`src/rtl/disp_pkg.sv`:
```
// Shared encodings for the display scheduler: source/state codes and the blank-dots pattern.
package disp_pkg;

    typedef enum logic [1:0] {
        SRC_RUN = 2'd0,
        SRC_LAP = 2'd1,
        SRC_MSG = 2'd2
    } disp_src_e;

    localparam logic [3:0] DOTS_BLANK = 4'b1111;
    localparam int unsigned TICK_W    = 10;
    localparam int unsigned BLINK_W   = 6;

endpackage

```
`src/rtl/disp_tick_cnt.sv`:
```
// Loadable down-counter with zero flag; times the lap hold and message windows.
module disp_tick_cnt #(
    parameter int unsigned W = 10
) (
    input  logic         clk,
    input  logic         rst,
    input  logic         load,
    input  logic [W-1:0] load_val,
    input  logic         dec,
    output logic         zero
);

    logic [W-1:0] cnt;

    always_ff @(posedge clk or posedge rst) begin
        if (rst) begin
            cnt <= '0;
        end else if (load) begin
            cnt <= load_val;
        end else if (dec && (cnt != '0)) begin
            cnt <= cnt - 1'b1;
        end
    end

    assign zero = (cnt == '0);

endmodule

```
`src/rtl/disp_sched.sv`:
```
// Display source scheduler: live run time, held lap value, or message; one shared timer.
// Optional message blinking is built when DISP_SCHED_BLINK_EN is defined.
//
// state | meaning
// RUN   | show live run_data/run_dots, accept lap/msg requests
// LAP   | hold latched lap value with blank dots for HOLD_TICKS cycles
// MSG   | show latched message for MSG_TICKS cycles, requests stay pending
module disp_sched
    import disp_pkg::*;
#(
    parameter int unsigned HOLD_TICKS = 400,
    parameter int unsigned MSG_TICKS  = 600,
    parameter int unsigned BLINK_HALF = 40
) (
    input  logic        clk_200Hz,
    input  logic        rst,
    input  logic [15:0] run_data,
    input  logic [3:0]  run_dots,
    input  logic        lap_req,
    input  logic [15:0] lap_data,
    input  logic        msg_req,
    input  logic [15:0] msg_data,
    input  logic [3:0]  msg_dots,
    output logic [15:0] data,
    output logic [3:0]  dots,
    output logic        EN,
    output logic        lap_ack,
    output logic        msg_ack,
    output logic [1:0]  src
);

    disp_src_e         state, state_nxt;
    logic [15:0]       data_nxt;
    logic [3:0]        dots_nxt;
    logic              en_nxt;
    logic              lap_ack_nxt;
    logic              msg_ack_nxt;
    logic              cnt_load;
    logic [TICK_W-1:0] cnt_load_val;
    logic              cnt_dec;
    logic              cnt_zero;
    logic              take_msg;
    logic              take_lap;

`ifdef DISP_SCHED_BLINK_EN
    logic [BLINK_W-1:0] blink_cnt, blink_nxt;
`endif

    // A requester still holds lap_req during the ack cycle; ignore it then so one request gets one ack.
    assign take_msg = msg_req && (state != SRC_MSG);
    assign take_lap = lap_req && !msg_req &&
                      ((state == SRC_RUN) || ((state == SRC_LAP) && !lap_ack));
    assign cnt_dec  = (state != SRC_RUN);

    disp_tick_cnt #(.W(TICK_W)) u_tick_cnt (
        .clk      (clk_200Hz),
        .rst      (rst),
        .load     (cnt_load),
        .load_val (cnt_load_val),
        .dec      (cnt_dec),
        .zero     (cnt_zero)
    );

    always_comb begin
        state_nxt    = state;
        data_nxt     = data;
        dots_nxt     = dots;
        en_nxt       = EN;
        lap_ack_nxt  = 1'b0;
        msg_ack_nxt  = 1'b0;
        cnt_load     = 1'b0;
        cnt_load_val = '0;
`ifdef DISP_SCHED_BLINK_EN
        blink_nxt    = blink_cnt;
`endif
        if (take_msg) begin
            state_nxt    = SRC_MSG;
            data_nxt     = msg_data;
            dots_nxt     = msg_dots;
            en_nxt       = 1'b1;
            msg_ack_nxt  = 1'b1;
            cnt_load     = 1'b1;
            cnt_load_val = TICK_W'(MSG_TICKS - 1);
`ifdef DISP_SCHED_BLINK_EN
            blink_nxt    = BLINK_W'(BLINK_HALF - 1);
`endif
        end else if (take_lap) begin
            state_nxt    = SRC_LAP;
            data_nxt     = lap_data;
            dots_nxt     = DOTS_BLANK;
            en_nxt       = 1'b1;
            lap_ack_nxt  = 1'b1;
            cnt_load     = 1'b1;
            cnt_load_val = TICK_W'(HOLD_TICKS - 1);
        end else if ((state == SRC_RUN) || cnt_zero) begin
            state_nxt = SRC_RUN;
            data_nxt  = run_data;
            dots_nxt  = run_dots;
            en_nxt    = 1'b1;
        end
`ifdef DISP_SCHED_BLINK_EN
        else if (state == SRC_MSG) begin
            if (blink_cnt == '0) begin
                en_nxt    = ~EN;
                blink_nxt = BLINK_W'(BLINK_HALF - 1);
            end else begin
                blink_nxt = blink_cnt - 1'b1;
            end
        end
`endif
    end

    always_ff @(posedge clk_200Hz or posedge rst) begin
        if (rst) begin
            state <= SRC_RUN;
        end else begin
            state <= state_nxt;
        end
    end

    always_ff @(posedge clk_200Hz or posedge rst) begin
        if (rst) begin
            data    <= 16'h0000;
            dots    <= DOTS_BLANK;
            EN      <= 1'b0;
            lap_ack <= 1'b0;
            msg_ack <= 1'b0;
        end else begin
            data    <= data_nxt;
            dots    <= dots_nxt;
            EN      <= en_nxt;
            lap_ack <= lap_ack_nxt;
            msg_ack <= msg_ack_nxt;
        end
    end

`ifdef DISP_SCHED_BLINK_EN
    always_ff @(posedge clk_200Hz or posedge rst) begin
        if (rst) begin
            blink_cnt <= '0;
        end else begin
            blink_cnt <= blink_nxt;
        end
    end
`endif

    assign src = state;

endmodule

```
`config.mk`:
```
export PLATFORM = sky130hd
export DESIGN_NAME = disp_sched
export DESIGN_NICKNAME = d
export VERILOG_FILES = /design/src/rtl/disp_pkg.sv /design/src/rtl/disp_tick_cnt.sv /design/src/rtl/disp_sched.sv
export SDC_FILE = /design/constraint.sdc
export NUM_CORES = 1
export LEC_CHECK = 0
export ABC_AREA = 1
export ABC_CLOCK_PERIOD_IN_PS = 4800
export BUFFER_PORTS_ARGS = -buffer_cell sky130_fd_sc_hd__buf_2
export CAP_MARGIN = 20
export CORE_AREA = 4 4 67 69
export DETAILED_ROUTE_END_ITERATION = 10
export DIE_AREA = 0 0 71 73
export HOLD_SLACK_MARGIN = 0.02
export PLACE_DENSITY = 0.88
export SLEW_MARGIN = 20
export SYNTH_ARGS = -nofsm -noshare
export SYNTH_HDL_FRONTEND = slang
export SYNTH_SLANG_ARGS = --single-unit
```
`constraint.sdc`:
```
create_clock -name clk_200Hz -period 4.8 [get_ports clk_200Hz]
set_input_delay 1.2 -clock clk_200Hz [delete_from_list [all_inputs] [get_ports clk_200Hz]]
set_output_delay 1.2 -clock clk_200Hz [all_outputs]
set_load 0.01 [all_outputs]
```
==> summary.txt, run 1 <==
Yosys
  – Register bit total from synthesis: 35
  – Mapped cell area: 0.001901 mm2
  – Post-Syn Nets: 326
  – YS warnings: 0
  – Mapped Avg Cell Area: 7.172 um2
  – Cell variety after synth: 28
  – Seq/Total Area, Yosys: 0.4635
  – Synth Instances: 265

STA
  – RSZ-0062 raised after global routing: false
  – Final clock skew: 0.005669 ns
  – Fin crit share: 0.5922
  – Final setup fails: 0
  – Relative slew slack: 0.4092
  – Post-Route Setup TNS: 0 ns
  – Fmax: 351.8 MHz
  – Worst-Margin Slew: 0.8861 ns
  – Final hold violation count: 0
  – Slew Viols, Final: 0
  – Hold Slack: 0.4699 ns
  – Min cycle time layout: 2.842 ns

Pwr
  – Power per cell area: 603.5 mW/mm2
  – Static Leak: 1.385 nW
  – Worst vdd ir: 327.7 uV

Cells and area
  – NumNets Final: 408
  – Layout area overhead: 27.78%
  – Share of cells above drive strength 1: 0.3075
  – N_diodes: 0

Placement
  – DP HPWL: 3405 um
  – Placer Congestion: 0.8186
  – Port-buffer cells: 84

CTS
  – Sink Count: 35
  – CTS tree: built
  – Post-CTS Hold Fix Bufs: 0
  – Deepest clock path buffer count: 2
  – Num CTS Buffers: 5
  – CTS clk-pin slew, worst paths: 0.06 ns
  – Root Buffer: clkbuf_8
  – CTS-repair resized insts: 0
  – Clock latency at the later pin of the worst-skew pair: 0.29 ns
  – H-tree depth: 2
  – Setup Buffers After CTS: 0

Global route
  – Number of global-route vias before repair: 1,938
  – Initial antenna violation count: 0
  – Total GRT Usage: 0.1899
  – Pin count of the biggest net entering global routing: 36
  – First-pass GRT wire length: 7935 um
  – Global route overflow: 0

Routing
  – Final WL: 4605 um
  – Vias after detailed routing: 1,928
  – Routed WL per cell: 11.57 um
  – DR DRC count: 0
  – Post-DRT Antenna Nets: 0
  – Vias per cell: 4.844
  – Detailed Routing Iterations Pass 1: 4
  – Violation count after the first detailed-route iteration: 88

Floorplan
  – Die H: 73 um
  – I/O pin cnt: 85
  – Initial Utilization: 0.4856
  – Die footprint: 0.005183 mm2
  – Core area: 0.003914 mm2
  – Rows: 23
  – Die width: 71 um

Outcome
  – Status: finished clean

Critical path
  – Crit path largest cell delay: 0.39 ns
  – CP max FO: 25
  – CP Launch Type: input port
  – Slowest CP cell: nand2_2
  – Cell chain of the critical path: buf_2 > nor2_1 > nand3_2 > nand2_2 > clkinv_2 > nand2_2 > inv_2 > o21ai_0
  – Most used cell, CP: nand2_2
  – WP data arrival: 3.05 ns
  – Crit end category: register
  – Critical path required time: 5.01 ns
  – WS Path Type: in2reg

Run
  – Max_cap viols: 0

Worst hold path
  – Hold Crit Class: reg2reg
==> cells in the mapped netlist (all sizes together) <==
cell	number	area share
nand2	128	0.26
dfrtp	31	0.41
nand3	25	0.071
nor2	22	0.051
inv	16	0.032
o21ai	11	0.031
buf	8	0.029
a31oi	5	0.016
dfstp	4	0.055
o22ai	4	0.013
clkbuf	2	0.0040
clkinv	2	0.0046
xor2	2	0.0092
a21oi	1	0.0026
ha	1	0.0066
nand3b	1	0.0040
nand4	1	0.0033
or2	1	0.0033
==> path summary, 6_finish.rpt <==
kind,start,endpoint,slack (ns),depth (start not counted)
max,msg_req,dots[1]$_DFFE_PP1P_,1.96,8
min,EN$_DFFE_PP0P_,EN$_DFFE_PP0P_,0.47,1
max reg2reg,src[1]$_DFFE_PP0P_,dots[2]$_DFFE_PP1P_,2.21,8
min reg2reg,EN$_DFFE_PP0P_,EN$_DFFE_PP0P_,0.47,1
max in group asynchronous,rst,dots[1]$_DFFE_PP1P_,3.47,3
min in group asynchronous,rst,msg_ack$_DFF_PP0_,1.00,3
==> stage by stage <==
| step | cells | setup slack, ns | instance area (um2) | utilization | power, mW |
|---|---|---|---|---|---|
| 4_1_cts | 398 | 1.937 | 2429 | 0.6205 | 1.477 |
| 5_1_grt | 398 | 1.733 | 2429 | 0.6205 | 1.628 |
| 2_1_floorplan | 265 | 2.648 | 1901 | - | 1.055 |
| 3_5_place_dp | 390 | 1.654 | 2328 | 0.5949 | 1.242 |
| 3_3_place_gp | 390 | 1.739 | 2328 | 0.5949 | 1.211 |
| 6_report | 398 | 1.958 | 2429 | 0.6205 | 1.466 |
==> worst max-delay path: cells and delay by family <==
kind / cells / cell delay, ns
and+or+nand+nor: 4 / 1.00
buffers and inverters: 3 / 0.62
AOI/OAI and AO/OA: 1 / 0.22
==> power by group <==
part	leakage (nW)	switching, mW	internal (mW)
registers	0.419	0.0791	0.447
clock network	0.0515	0.0988	0.131
logic	0.914	0.455	0.256
total	1.38	0.632	0.833
==> cells in the final DEF (no fill, tap or decap) <==
| cell | instances |
|---|---|
| nand3_2 | 2 |
| nand4_1 | 1 |
| dfrtp_1 | 31 |
| clkinv_1 | 1 |
| nor2_4 | 1 |
| o21ai_0 | 7 |
| nand2_1 | 126 |
| a31oi_1 | 5 |
| buf_2 | 84 |
| ha_1 | 1 |
| clkinv_2 | 1 |
| o21ai_1 | 3 |
| or2_1 | 1 |
| nor2_2 | 3 |
| o21ai_2 | 1 |
| xor2_1 | 2 |
| clkbuf_8 | 7 |
| nand2_2 | 2 |
| dfstp_2 | 4 |
| nand3_1 | 23 |
| clkbuf_1 | 1 |
| nor2_1 | 18 |
| a21oi_1 | 1 |
| o22ai_1 | 4 |
| inv_2 | 1 |
| inv_1 | 15 |
| nand3b_1 | 1 |
| buf_4 | 1 |
==> cell families (layout without fill, tap and decap cells) <==
| family | count (synthesis) | count (layout) | synth area share |
|---|---|---|---|
| simple gates | 178 | 178 | 0.3884 |
| flops | 35 | 35 | 0.4635 |
| buf+inv | 28 | 111 | 0.06912 |
| compound gates | 21 | 21 | 0.06319 |
| xor+xnor | 2 | 2 | 0.009218 |
| fa+ha+maj | 1 | 1 | 0.006582 |
==> state kept, by name (all words and copies together), names as in the netlist <==
name / flops
src: 2
lap_ack: 1
EN: 1
data: 16
msg_ack: 1
dots: 4
u_tick_cnt.cnt: 10
==> routing by layer <==
layer,track usage,routed length [um]
met5,0,0
met4,0.06472,73
met3,0.05372,402
met1,0.2225,1888
met2,0.3347,2241
==> final cells by class <==
class,count,area (um2)
inverters,18,68.82
repair buffers,85,427.9
fillers,349,1485
multi-input cells,202,888.4
flip-flops and latches,35,880.8
well taps,50,62.56
clock buffers,8,100.1
Power figures use the tool's default switching activity.
==> run 2, diff against run 1 <==
- ABC_AREA: 1 -> 0
- ABC_CLOCK_PERIOD_IN_PS: 4800 -> 2550
- CORE_AREA: 4 4 67 69 -> 4 4 72 74
- DIE_AREA: 0 0 71 73 -> 0 0 76 78
- PLACE_DENSITY: 0.88 -> 0.8
- clock period: 4.8 -> 2.55 ns (I/O delays scaled with it)
==> summary.txt, run 2 <==
Routing
  – Post-DRT Antenna Nets: 0
  – Routed WL per cell: 15.70 um
  – Detailed Routing Iterations Pass 1: 6
  – Violation count after the first detailed-route iteration: 175
  – Vias per cell: 5.756
  – Vias after detailed routing: 1,911
  – Final WL: 5213 um
  – DR DRC count: 0

Yosys
  – Cell variety after synth: 42
  – Seq/Total Area, Yosys: 0.4718
  – Register bit total from synthesis: 35
  – Post-synth top area share: 0.4155
  – Fraction of registers with async set/reset: 1.000
  – Post-synth top cells: dfrtp_1 (31), nand3_1 (17), nor3_1 (12), a21oi_1 (11), a222oi_1 (11)
  – Top cells by area, synth: dfrtp_1 (42%), a222oi_1 (5.9%), dfstp_2 (5.6%)
  – Mapped Avg Cell Area: 9.723 um2
  – YS warnings: 0
  – Main flop type after synthesis: dfrtp_1
  – Synth Instances: 192
  – Mapped cell area: 0.001867 mm2
  – Yosys top cell by area: dfrtp_1
  – Most common cell in the netlist: dfrtp_1
  – Post-synth EDFFs: 0
  – Post-Syn Nets: 253

STA
  – Min cycle time layout: 2.185 ns
  – Final hold violation count: 0
  – Worst-Margin Slew: 0.7742 ns
  – RSZ-0062 raised after global routing: false
  – Fmax: 457.7 MHz
  – Final clock skew: 0.008014 ns
  – Post-Route Setup TNS: 0 ns
  – Fin crit share: 0.8568
  – Worst setup margin: 0.3651 ns
  – Relative slew slack: 0.4815
  – Slew Viols, Final: 0
  – Final setup fails: 0

Cells and area
  – Fillers: 415
  – Layout area overhead: 30.83%
  – Max reg flops: 16
  – Most common cell after layout, fill and taps aside: buf_2
  – Commonest non-fill, non-tap cells in the layout: buf_2 (84), dfrtp_1 (31), nand3_1 (17), nor3_1 (12)
  – Leading registers by flop count: data x16, u_tick_cnt.cnt x10, dots x4
  – NumNets Final: 338
  – N_diodes: 0
  – Multi-input logic area: 895.9 um2
  – Area occupied by registers: 880.8 um2
  – Top reg by flops: data
  – Share of cells above drive strength 1: 0.4245

Global route
  – First-pass GRT wire length: 8625 um
  – Pin count of the biggest net entering global routing: 36
  – Total GRT Usage: 0.1757
  – Number of global-route vias before repair: 1,816
  – Initial antenna violation count: 0
  – Global route overflow: 0

Worst hold path
  – Hold Crit Class: in2async

CTS
  – CTS clk-pin slew, worst paths: 0.08 ns
  – Setup Buffers After CTS: 0
  – H-tree depth: 2
  – Num CTS Buffers: 5
  – Root Buffer: clkbuf_8
  – Deepest clock path buffer count: 2
  – Post-CTS Hold Fix Bufs: 0
  – CTS tree: built
  – CTS-repair resized insts: 0
  – Sink Count: 35
  – Clock latency at the later pin of the worst-skew pair: 0.29 ns

Outcome
  – Status: finished clean

Placement
  – Place WS: 0.3975 ns
  – Placer Congestion: 0.8432
  – Port-buffer cells: 84
  – DP HPWL: 3814 um

Pwr
  – Power per cell area: 1073 mW/mm2
  – Static Leak: 1.153 nW
  – Combinational fraction of design power: 0.444
  – Sw power: 1.047 mW
  – Internal power: 1.572 mW
  – Switching share of power: 0.3998
  – Sequential Power Share: 0.391
  – Worst vdd ir: 485.2 uV
  – Clock power frac: 0.164

Critical path
  – Reg2Reg Depth: 6
  – Critical path required time: 2.77 ns
  – CP max FO: 11
  – CP Launch Type: register
  – WP data arrival: 2.40 ns
  – WS Path Type: reg2reg
  – Crit end category: register

Run
  – Max_cap viols: 0

Floorplan
  – Core area: 0.004598 mm2
  – Die H: 78 um
  – Die width: 76 um
  – Initial Utilization: 0.4060
  – Die footprint: 0.005928 mm2
  – I/O pin cnt: 85
  – Rows: 25
==> run 2: worst paths after layout <==
check	start	end	slack (ns)
worst max-delay path	u_tick_cnt.cnt[0]$_DFFE_PP0P_	data[0]$_DFFE_PP0P_	0.37
worst min-delay path	rst	data[8]$_DFFE_PP0P_	0.43
worst max register to register	u_tick_cnt.cnt[0]$_DFFE_PP0P_	data[0]$_DFFE_PP0P_	0.37
worst min register to register	dots[0]$_DFFE_PP1P_	dots[0]$_DFFE_PP1P_	0.48
max in group asynchronous	rst	dots[2]$_DFFE_PP1P_	1.78
min in group clk_200Hz	dots[0]$_DFFE_PP1P_	dots[0]$_DFFE_PP1P_	0.48
==> run 2: cells by family (layout without fill, tap and decap cells) <==
logic type / after synthesis / after routing / synth area share
simple gates: 76 / 76 / 0.2205
compound gates: 58 / 58 / 0.2346
flops: 35 / 35 / 0.4718
buf+inv: 19 / 105 / 0.05161
xor+xnor: 2 / 2 / 0.009385
fa+ha+maj: 1 / 1 / 0.006701
mux: 1 / 1 / 0.005362
==> run 2: power by group through the flow <==
stage / Combinational [mW] / Sequential [mW] / Clock, mW
CTS: 1.17 / 1.02 / 0.435
global placement: 1.14 / 1.02 / 0
finish: 1.16 / 1.02 / 0.431
detailed placement: 1.17 / 1.03 / 0
floorplan: 0.723 / 1.08 / 0
global route: 1.29 / 1.06 / 0.460
==> run 2: metrics by stage <==
step	power (mW)	util	hold WS, ns	cell area (um2)	cells
floorplan	1.799	-	0.4819	1867	192
global placement	2.165	0.5097	0.4630	2344	324
detailed placement	2.201	0.5097	0.4695	2344	324
CTS	2.632	0.5312	0.4475	2442	332
global route	2.814	0.5312	0.4835	2442	332
finish	2.620	0.5312	0.4312	2442	332
==> run 2: critical path, stage by stage (launching register included) <==
cell	delay [ns]
dfrtp_1	0.38
inv_1	0.05
ha_1	0.22
nor3b_1	0.17
a31oi_1	0.59
nand2_1	0.46
a21oi_1	0.24
==> run 2: area by class of cell <==
class	count	area share
multi-input combinational	138	0.3668
clock inverter	2	0.006660
tap	54	0.02766
timing repair buffer	92	0.1967
sequential	35	0.3607
inverter	5	0.007684
clock buffer	6	0.03381
==> run 2: metal layers <==
layer	wire length, um	global-route usage	up-vias
met1	2291	0.2356	910
met2	2485	0.2714	76
li1	-	-	916
met4	55	0.05872	0
met5	0	0	-
met3	382	0.04988	9
